### src/rtl/flash_cmd_seq.sv
// flash_cmd_seq: expands one flash request into the SPI engine's primitive sequence (WREN, op, RDSR1 polling).
// Optional bounded polling with error reporting: define FLASH_SEQ_TIMEOUT_EN.
module flash_cmd_seq #(
   parameter logic [19:0] POLL_MAX = 20'd1000000
) (
   input  logic        clock25M,
   input  logic        flash_rst,
   input  logic        start,
   input  logic [1:0]  op,
   input  logic [23:0] addr,
   output logic [3:0]  cmd_type,
   output logic [7:0]  flash_cmd,
   output logic [23:0] flash_addr,
   input  logic        Done_Sig,
   input  logic [7:0]  mydata_o,
   input  logic        myvalid_o,
   output logic        busy,
   output logic        done,
   output logic        error,
   output logic [7:0]  status_o,
   output logic [15:0] id_data,
   output logic [7:0]  rd_data,
   output logic        rd_valid,
   output logic [7:0]  rd_index
);

   typedef enum logic [2:0] {
      IDLE,
      ISSUE,
      WAIT,
      POLL_ISSUE,
      POLL_WAIT,
      FIN
   } state_t;

   typedef enum logic [2:0] {
      PRIM_RDID  = 3'b000,
      PRIM_WREN  = 3'b001,
      PRIM_ERASE = 3'b010,
      PRIM_RDSR1 = 3'b011,
      PRIM_PROG  = 3'b101,
      PRIM_READ  = 3'b110
   } prim_t;

   typedef enum logic [1:0] {
      OP_RDID  = 2'b00,
      OP_ERASE = 2'b01,
      OP_PROG  = 2'b10,
      OP_READ  = 2'b11
   } op_t;

   if (POLL_MAX == 20'd0) begin : g_poll_max_check
      $error("flash_cmd_seq: POLL_MAX must be nonzero");
   end

   function automatic prim_t first_prim(input op_t o);
      case (o)
         OP_RDID: first_prim = PRIM_RDID;
         OP_READ: first_prim = PRIM_READ;
         default: first_prim = PRIM_WREN;
      endcase
   endfunction

   function automatic prim_t second_prim(input op_t o);
      second_prim = (o == OP_ERASE) ? PRIM_ERASE : PRIM_PROG;
   endfunction

   function automatic logic [7:0] opcode_of(input prim_t p);
      case (p)
         PRIM_WREN:  opcode_of = 8'h06;
         PRIM_RDSR1: opcode_of = 8'h05;
         PRIM_ERASE: opcode_of = 8'h20;
         PRIM_PROG:  opcode_of = 8'h02;
         PRIM_READ:  opcode_of = 8'h03;
         default:    opcode_of = 8'h90;
      endcase
   endfunction

   // WREN and RDSR1 carry no address; everything else forwards the latched one.
   function automatic logic prim_uses_addr(input prim_t p);
      prim_uses_addr = (p != PRIM_WREN) && (p != PRIM_RDSR1);
   endfunction

   state_t      state_q, state_d;
   op_t         op_q, op_d;
   logic [23:0] addr_q, addr_d;
   logic        step_q, step_d;
   logic [3:0]  cmd_type_q, cmd_type_d;
   logic [7:0]  flash_cmd_q, flash_cmd_d;
   logic [23:0] flash_addr_q, flash_addr_d;
   logic [7:0]  status_q, status_d;
   logic [15:0] id_data_q, id_data_d;
   logic [1:0]  id_cnt_q, id_cnt_d;
   logic [7:0]  rd_data_q, rd_data_d;
   logic        rd_valid_q, rd_valid_d;
   logic [7:0]  rd_index_q, rd_index_d;

   logic        issue;
   prim_t       issue_prim;
   logic [23:0] issue_addr;
   logic        finish;
   logic        repoll;
   logic        dev_busy;
   logic        is_write_op;

`ifdef FLASH_SEQ_TIMEOUT_EN
   logic        error_q, error_d;
   logic [19:0] poll_cnt_q, poll_cnt_d;
`endif

   assign is_write_op = (op_q == OP_ERASE) || (op_q == OP_PROG);
   // A status byte arriving together with Done_Sig is the one that decides.
   assign dev_busy    = myvalid_o ? mydata_o[0] : status_q[0];

   // NOTE: every signal assigned here gets a default first, so no path leaves it unassigned and no latch is inferred.
   always_comb begin
      state_d      = state_q;
      op_d         = op_q;
      addr_d       = addr_q;
      step_d       = step_q;
      cmd_type_d   = cmd_type_q;
      flash_cmd_d  = flash_cmd_q;
      flash_addr_d = flash_addr_q;
      status_d     = status_q;
      id_data_d    = id_data_q;
      id_cnt_d     = id_cnt_q;
      rd_data_d    = rd_data_q;
      rd_valid_d   = 1'b0;
      rd_index_d   = rd_index_q + {7'd0, rd_valid_q};
      issue        = 1'b0;
      issue_prim   = PRIM_RDID;
      issue_addr   = addr_q;
      finish       = 1'b0;
      repoll       = 1'b0;
`ifdef FLASH_SEQ_TIMEOUT_EN
      error_d      = error_q;
      poll_cnt_d   = poll_cnt_q;
`endif

      case (state_q)
         IDLE: begin
            if (start) begin
               op_d       = op_t'(op);
               addr_d     = addr;
               step_d     = 1'b0;
               id_cnt_d   = 2'd0;
               rd_index_d = 8'd0;
               issue      = 1'b1;
               issue_prim = first_prim(op_t'(op));
               issue_addr = addr;
               state_d    = ISSUE;
`ifdef FLASH_SEQ_TIMEOUT_EN
               error_d    = 1'b0;
               poll_cnt_d = 20'd0;
`endif
            end
         end

         ISSUE: begin
            cmd_type_d = {1'b0, cmd_type_q[2:0]};
            state_d    = WAIT;
         end

         WAIT: begin
            if (myvalid_o && (op_q == OP_RDID) && (id_cnt_q != 2'd2)) begin
               if (id_cnt_q == 2'd0) id_data_d[15:8] = mydata_o;
               else                  id_data_d[7:0]  = mydata_o;
               id_cnt_d = id_cnt_q + 2'd1;
            end
            if (myvalid_o && (op_q == OP_READ)) begin
               rd_data_d  = mydata_o;
               rd_valid_d = 1'b1;
            end
            if (Done_Sig) begin
               if (is_write_op && !step_q) begin
                  step_d     = 1'b1;
                  issue      = 1'b1;
                  issue_prim = second_prim(op_q);
                  state_d    = ISSUE;
               end else if (is_write_op) begin
                  repoll = 1'b1;
               end else begin
                  finish = 1'b1;
               end
            end
         end

         POLL_ISSUE: begin
            cmd_type_d = {1'b0, cmd_type_q[2:0]};
            state_d    = POLL_WAIT;
         end

         POLL_WAIT: begin
            if (myvalid_o) status_d = mydata_o;
            if (Done_Sig) begin
               if (!dev_busy) begin
                  finish = 1'b1;
               end else begin
`ifdef FLASH_SEQ_TIMEOUT_EN
                  if (poll_cnt_q >= POLL_MAX) begin
                     finish  = 1'b1;
                     error_d = 1'b1;
                  end else begin
                     repoll = 1'b1;
                  end
`else
                  repoll = 1'b1;
`endif
               end
            end
         end

         FIN: begin
            state_d = IDLE;
         end

         default: begin
            state_d = IDLE;
         end
      endcase

      if (repoll) begin
         state_d    = POLL_ISSUE;
         issue      = 1'b1;
         issue_prim = PRIM_RDSR1;
`ifdef FLASH_SEQ_TIMEOUT_EN
         poll_cnt_d = poll_cnt_q + 20'd1;
`endif
      end

      if (issue) begin
         cmd_type_d   = {1'b1, issue_prim};
         flash_cmd_d  = opcode_of(issue_prim);
         flash_addr_d = prim_uses_addr(issue_prim) ? issue_addr : 24'd0;
      end

      if (finish) begin
         state_d      = FIN;
         cmd_type_d   = 4'd0;
         flash_cmd_d  = 8'd0;
         flash_addr_d = 24'd0;
      end
   end

   // NOTE: state registers use non-blocking assignments so every flop samples pre-edge values, independent of statement order.
   always_ff @(posedge clock25M or posedge flash_rst) begin
      if (flash_rst) begin
         state_q      <= IDLE;
         op_q         <= OP_RDID;
         addr_q       <= 24'd0;
         step_q       <= 1'b0;
         cmd_type_q   <= 4'd0;
         flash_cmd_q  <= 8'd0;
         flash_addr_q <= 24'd0;
         status_q     <= 8'd0;
         id_data_q    <= 16'd0;
         id_cnt_q     <= 2'd0;
         rd_data_q    <= 8'd0;
         rd_valid_q   <= 1'b0;
         rd_index_q   <= 8'd0;
      end else begin
         state_q      <= state_d;
         op_q         <= op_d;
         addr_q       <= addr_d;
         step_q       <= step_d;
         cmd_type_q   <= cmd_type_d;
         flash_cmd_q  <= flash_cmd_d;
         flash_addr_q <= flash_addr_d;
         status_q     <= status_d;
         id_data_q    <= id_data_d;
         id_cnt_q     <= id_cnt_d;
         rd_data_q    <= rd_data_d;
         rd_valid_q   <= rd_valid_d;
         rd_index_q   <= rd_index_d;
      end
   end

`ifdef FLASH_SEQ_TIMEOUT_EN
   always_ff @(posedge clock25M or posedge flash_rst) begin
      if (flash_rst) begin
         error_q    <= 1'b0;
         poll_cnt_q <= 20'd0;
      end else begin
         error_q    <= error_d;
         poll_cnt_q <= poll_cnt_d;
      end
   end

   assign error = error_q;
`else
   assign error = 1'b0;
`endif

   assign cmd_type   = cmd_type_q;
   assign flash_cmd  = flash_cmd_q;
   assign flash_addr = flash_addr_q;
   assign busy       = (state_q == ISSUE) || (state_q == WAIT) ||
                       (state_q == POLL_ISSUE) || (state_q == POLL_WAIT);
   assign done       = (state_q == FIN);
   assign status_o   = status_q;
   assign id_data    = id_data_q;
   assign rd_data    = rd_data_q;
   assign rd_valid   = rd_valid_q;
   assign rd_index   = rd_index_q;

endmodule
### config.mk
export PLATFORM = sky130hd
export DESIGN_NAME = flash_cmd_seq
export DESIGN_NICKNAME = d
export VERILOG_FILES = /design/src/rtl/flash_cmd_seq.sv
export SDC_FILE = /design/constraint.sdc
export NUM_CORES = 1
export LEC_CHECK = 0
export CAP_MARGIN = 20
export CORE_ASPECT_RATIO = 1.75
export CORE_MARGIN = 2
export CORE_UTILIZATION = 45
export DETAILED_ROUTE_END_ITERATION = 12
export MAX_ROUTING_LAYER = met4
export PLACE_DENSITY = 0.84
export REMOVE_ABC_BUFFERS = 1
export SYNTH_ARGS = -nofsm -noshare
export SYNTH_HDL_FRONTEND = slang
export SYNTH_SLANG_ARGS = --single-unit
### constraint.sdc
create_clock -name clock25M -period 4 [get_ports clock25M]
set_input_delay 0.6 -clock clock25M [delete_from_list [all_inputs] [get_ports clock25M]]
set_output_delay 0.6 -clock clock25M [all_outputs]
set_load 0.05 [all_outputs]
==> flow_results.xml <==
<?xml version="1.0" encoding="UTF-8"?>
<metrics>
  <group name="detailed_routing">
    <metric name="detailedRoute.firstIterationViolations" unit="">157</metric>
    <metric name="drt_total_wl" unit="um">9520</metric>
    <metric name="detailedRoute.firstPassIterationCount" unit="">7</metric>
    <metric name="route.vias.total" unit="">2991</metric>
    <metric name="drcViolationCount" unit="">0</metric>
    <metric name="wl_per_cell" unit="um">16.7</metric>
    <metric name="drt.antenna.violating_nets" unit="">0</metric>
    <metric name="detail_route.vias_per_cell" unit="">5.24</metric>
  </group>
  <group name="global_routing">
    <metric name="grt_antenna_before_repair" unit="">0</metric>
    <metric name="grt_pass1_vias" unit="">3155</metric>
    <metric name="track_usage" unit="%">19.3</metric>
    <metric name="grt.overflow.total" unit="">0</metric>
    <metric name="grt_max_degree" unit="">60</metric>
    <metric name="grt_pass1_wl" unit="um">15700</metric>
  </group>
  <group name="worst_setup_path">
    <metric name="worst_ep_required_time" unit="ns">3.40</metric>
    <metric name="worstPathArrival" unit="ns">2.30</metric>
    <metric name="r2r-start" unit="">state_q[2]$_DFFE_PP0P_</metric>
    <metric name="setup.worst_path.class" unit="">reg -&gt; out</metric>
    <metric name="r2r_slack" unit="ns">1.45</metric>
    <metric name="crit_path_end" unit="">busy</metric>
    <metric name="critical_path.max_fanout" unit="">13</metric>
    <metric name="crit_path_end_kind" unit="">output port</metric>
    <metric name="critical_path.reg2reg.endpoint" unit="">flash_addr[15]$_DFFE_PP0P_</metric>
    <metric name="start_kind" unit="">flop</metric>
    <metric name="worst_r2r_path_depth" unit="">5</metric>
    <metric name="cp-startpoint" unit="">state_q[0]$_DFFE_PP0P_</metric>
  </group>
  <group name="clock_network">
    <metric name="cts_setup_buffers" unit="">0</metric>
    <metric name="cts_hold_repair.buffers" unit="">0</metric>
    <metric name="clk_latency" unit="ns">0.34</metric>
    <metric name="clk_pin_slew" unit="ns">0.07</metric>
    <metric name="max-clock-path-buffers" unit="">2</metric>
    <metric name="cts_buf_count" unit="">9</metric>
    <metric name="cts_tree" unit="">built</metric>
    <metric name="cts_root_buffer" unit="">sky130_fd_sc_hd__clkbuf_16</metric>
    <metric name="clock_tree.htree_level_count" unit="">3</metric>
    <metric name="number_of_cells_upsized_or_downsized_after_cts" unit="">0</metric>
    <metric name="numClockSinks" unit="">106</metric>
  </group>
  <group name="sta">
    <metric name="fmaxAchievable" unit="MHz">345</metric>
    <metric name="final-setup-viol-count" unit="">0</metric>
    <metric name="final-hold-violation-count" unit="">0</metric>
    <metric name="setup-tns-final" unit="ns">0</metric>
    <metric name="period_minus_slack" unit="ns">2.90</metric>
    <metric name="maxSlewViolCount" unit="">0</metric>
    <metric name="setup_ws" unit="ns">1.10</metric>
    <metric name="timing.max_slew.rel_slack" unit="%">41.2</metric>
    <metric name="final.setup_skew" unit="ns">0.00938</metric>
    <metric name="rsz0062_at_grt" unit="">false</metric>
    <metric name="final_min_period_over_clock_period" unit="%">72.5</metric>
    <metric name="tightestPinTransition" unit="ns">0.879</metric>
  </group>
  <group name="hold_path">
    <metric name="timing.hold.worst.class" unit="">reg -&gt; reg</metric>
    <metric name="hp-start" unit="">addr_q[11]$_DFF_PP0_</metric>
  </group>
  <group name="logic_synthesis">
    <metric name="synth.distinct_cells" unit="">45</metric>
    <metric name="synth.cell_area" unit="um^2">4410</metric>
    <metric name="synth-seq-cells" unit="">106</metric>
    <metric name="netlist_instances" unit="">333</metric>
    <metric name="ys_seq_area_share" unit="%">60.2</metric>
    <metric name="post_synth.cell_area_avg" unit="um^2">13.2</metric>
    <metric name="synth-warning-count" unit="">0</metric>
    <metric name="async_flop_share" unit="%">100</metric>
    <metric name="synth_flop_cell" unit="">sky130_fd_sc_hd__dfrtp_1</metric>
    <metric name="synth_enable_flop_cells" unit="">0</metric>
  </group>
  <group name="floorplan">
    <metric name="floorplan.rows" unit="">47</metric>
    <metric name="die_x" unit="um">78.8</metric>
    <metric name="initial_core_util" unit="%">46.5</metric>
    <metric name="io_pins" unit="">119</metric>
    <metric name="die_area" unit="um^2">10600</metric>
    <metric name="coreArea" unit="um^2">9470</metric>
    <metric name="dieHeight" unit="um">135</metric>
  </group>
  <group name="placement">
    <metric name="place.port_buffers" unit="">115</metric>
    <metric name="place_hpwl" unit="um">6680</metric>
    <metric name="globalplace.congestion" unit="">0.766</metric>
    <metric name="dp_slack" unit="ns">1.11</metric>
  </group>
  <group name="power_and_ir_drop">
    <metric name="p_per_area" unit="nW/um^2">916</metric>
    <metric name="vdd_ir_drop_max" unit="mV">0.478</metric>
    <metric name="static_power_due_to_leakage" unit="nW">2.77</metric>
  </group>
  <group name="final_layout">
    <metric name="antenna_diodes" unit="">0</metric>
    <metric name="layout_commonest_cell" unit="">sky130_fd_sc_hd__clkdlybuf4s50_1</metric>
    <metric name="drive_above_1_share" unit="%">12.5</metric>
    <metric name="layout.cells.most_common_list" unit="">115 x sky130_fd_sc_hd__clkdlybuf4s50_1, 106 x sky130_fd_sc_hd__dfrtp_1, 34 x sky130_fd_sc_hd__inv_1, 25 x sky130_fd_sc_hd__mux2i_1</metric>
    <metric name="area_growth_syn_to_layout" unit="%">35.6</metric>
    <metric name="nNetsFinal" unit="">492</metric>
  </group>
  <group name="job">
    <metric name="cap_violations" unit="">0</metric>
  </group>
  <group name="status">
    <metric name="outcome" unit="">complete, no violations</metric>
  </group>
</metrics>
-- per-layer routing --
| layer | part of all wire, % | global-route usage (%) | vias up |
|---|---|---|---|
| met3 | 4.5 | 4.01 | 6 |
| met4 | 0.84 | 5.75 | 0 |
| met5 | 0 | - | - |
| met1 | 41 | 23.4 | 1519 |
| met2 | 54 | 32.6 | 91 |
| li1 | - | - | 1375 |
-- stage by stage --
step	util [%]	cell area [um^2]	hold WS (ns)	std cells	power (mW)
finish	63.1	5970	0.478	571	5.47
CTS	63.1	5970	0.482	571	5.51
global route	63.1	5970	0.494	571	5.73
detailed placement	59.8	5660	0.465	556	4.57
floorplan	-	4300	0.447	315	3.63
global placement	59.6	5640	0.459	555	4.47
-- state kept, by name, summed over array words and instances (netlist names) --
| name | flops |
|---|---|
| flash_addr | 24 |
| id_cnt_q | 2 |
| cmd_type | 4 |
| addr_q | 24 |
| rd_index | 8 |
| rd_data | 8 |
| flash_cmd | 5 |
| state_q | 3 |
| step_q | 1 |
| rd_valid | 1 |
| op_q | 2 |
| id_data | 16 |
| status_o | 8 |
-- kinds of logic (layout without fill, tap and decap cells) --
family                   Yosys count  count (layout)  synth area share [%]
multiplexers                      57              57                  14.5
adder cells (fa/ha/maj)            8               8                  2.27
AO/OA/AOI/OAI                     50              50                  9.12
buffers and inverters             55             169                  5.65
XOR/XNOR                           8               8                  1.59
AND/OR/NAND/NOR                   48              48                  6.53
other                              1               3                0.0851
flip-flops                       106             106                  60.2
-- worst min path at each step --
stage | end | cells past startpoint
2_1_floorplan | addr_q[9]$_DFF_PP0_ | 2
3_5_place_dp | addr_q[11]$_DFF_PP0_ | 2
5_1_grt | addr_q[14]$_DFF_PP0_ | 2
6_report | addr_q[11]$_DFF_PP0_ | 2
4_1_cts | addr_q[11]$_DFF_PP0_ | 2
3_3_place_gp | addr_q[3]$_DFF_PP0_ | 2
-- power by group --
group / total, mW / leakage [nW] / switching, mW / internal [mW]
Sequential: 1.79 / 1.35 / 0.271 / 1.52
Combinational: 2.75 / 1.27 / 1.74 / 1.01
Clock: 0.936 / 0.156 / 0.372 / 0.564
Total: 5.47 / 2.77 / 2.38 / 3.09
-- area by class of cell --
| cell class | instances | area, um^2 |
|---|---|---|
| flip-flops and latches | 106 | 2650 |
| fillers | 723 | 3490 |
| clock inverters | 4 | 73.8 |
| multi-input cells | 174 | 1520 |
| well taps | 122 | 153 |
| repair buffers | 119 | 1200 |
| clock buffers | 11 | 243 |
| inverters | 35 | 134 |
-- worst max-delay path, stage by stage (launching register included) --
cell and delay [ns]:
sky130_fd_sc_hd__dfrtp_1 0.56, sky130_fd_sc_hd__nor2_1 0.42, sky130_fd_sc_hd__xnor2_1 0.16, sky130_fd_sc_hd__clkdlybuf4s50_1 0.82
-- synth_stat cells (2+ instances only) --
library cell                instances  area share (%)
sky130_fd_sc_hd__and2_1             2            0.28
sky130_fd_sc_hd__mux2_2            24             6.1
sky130_fd_sc_hd__mux2_4             8             2.7
sky130_fd_sc_hd__nand2_1            5            0.43
sky130_fd_sc_hd__o2bb2ai_1         24             4.8
sky130_fd_sc_hd__nor2_1             8            0.68
sky130_fd_sc_hd__buf_4              6             1.0
sky130_fd_sc_hd__a21o_1             3            0.51
sky130_fd_sc_hd__or2_1              2            0.28
sky130_fd_sc_hd__nor3_1             3            0.34
sky130_fd_sc_hd__o21ai_0            6            0.68
sky130_fd_sc_hd__nand3_1           10             1.1
sky130_fd_sc_hd__buf_2             10             1.1
sky130_fd_sc_hd__nand2b_1           3            0.43
sky130_fd_sc_hd__inv_1             35             3.0
sky130_fd_sc_hd__nor2b_1            2            0.28
sky130_fd_sc_hd__mux2i_1           25             5.7
sky130_fd_sc_hd__a22o_1             2            0.40
sky130_fd_sc_hd__ha_1               8             2.3
sky130_fd_sc_hd__xnor2_1            2            0.40
sky130_fd_sc_hd__a21oi_1            2            0.23
sky130_fd_sc_hd__and3_1             5            0.71
sky130_fd_sc_hd__dfrtp_1          106              60
sky130_fd_sc_hd__clkbuf_1           3            0.26
sky130_fd_sc_hd__a221o_1            3            0.68
sky130_fd_sc_hd__a22oi_1            2            0.34
sky130_fd_sc_hd__xor2_1             6             1.2
Note: power is estimated with default switching activity, not from simulation.
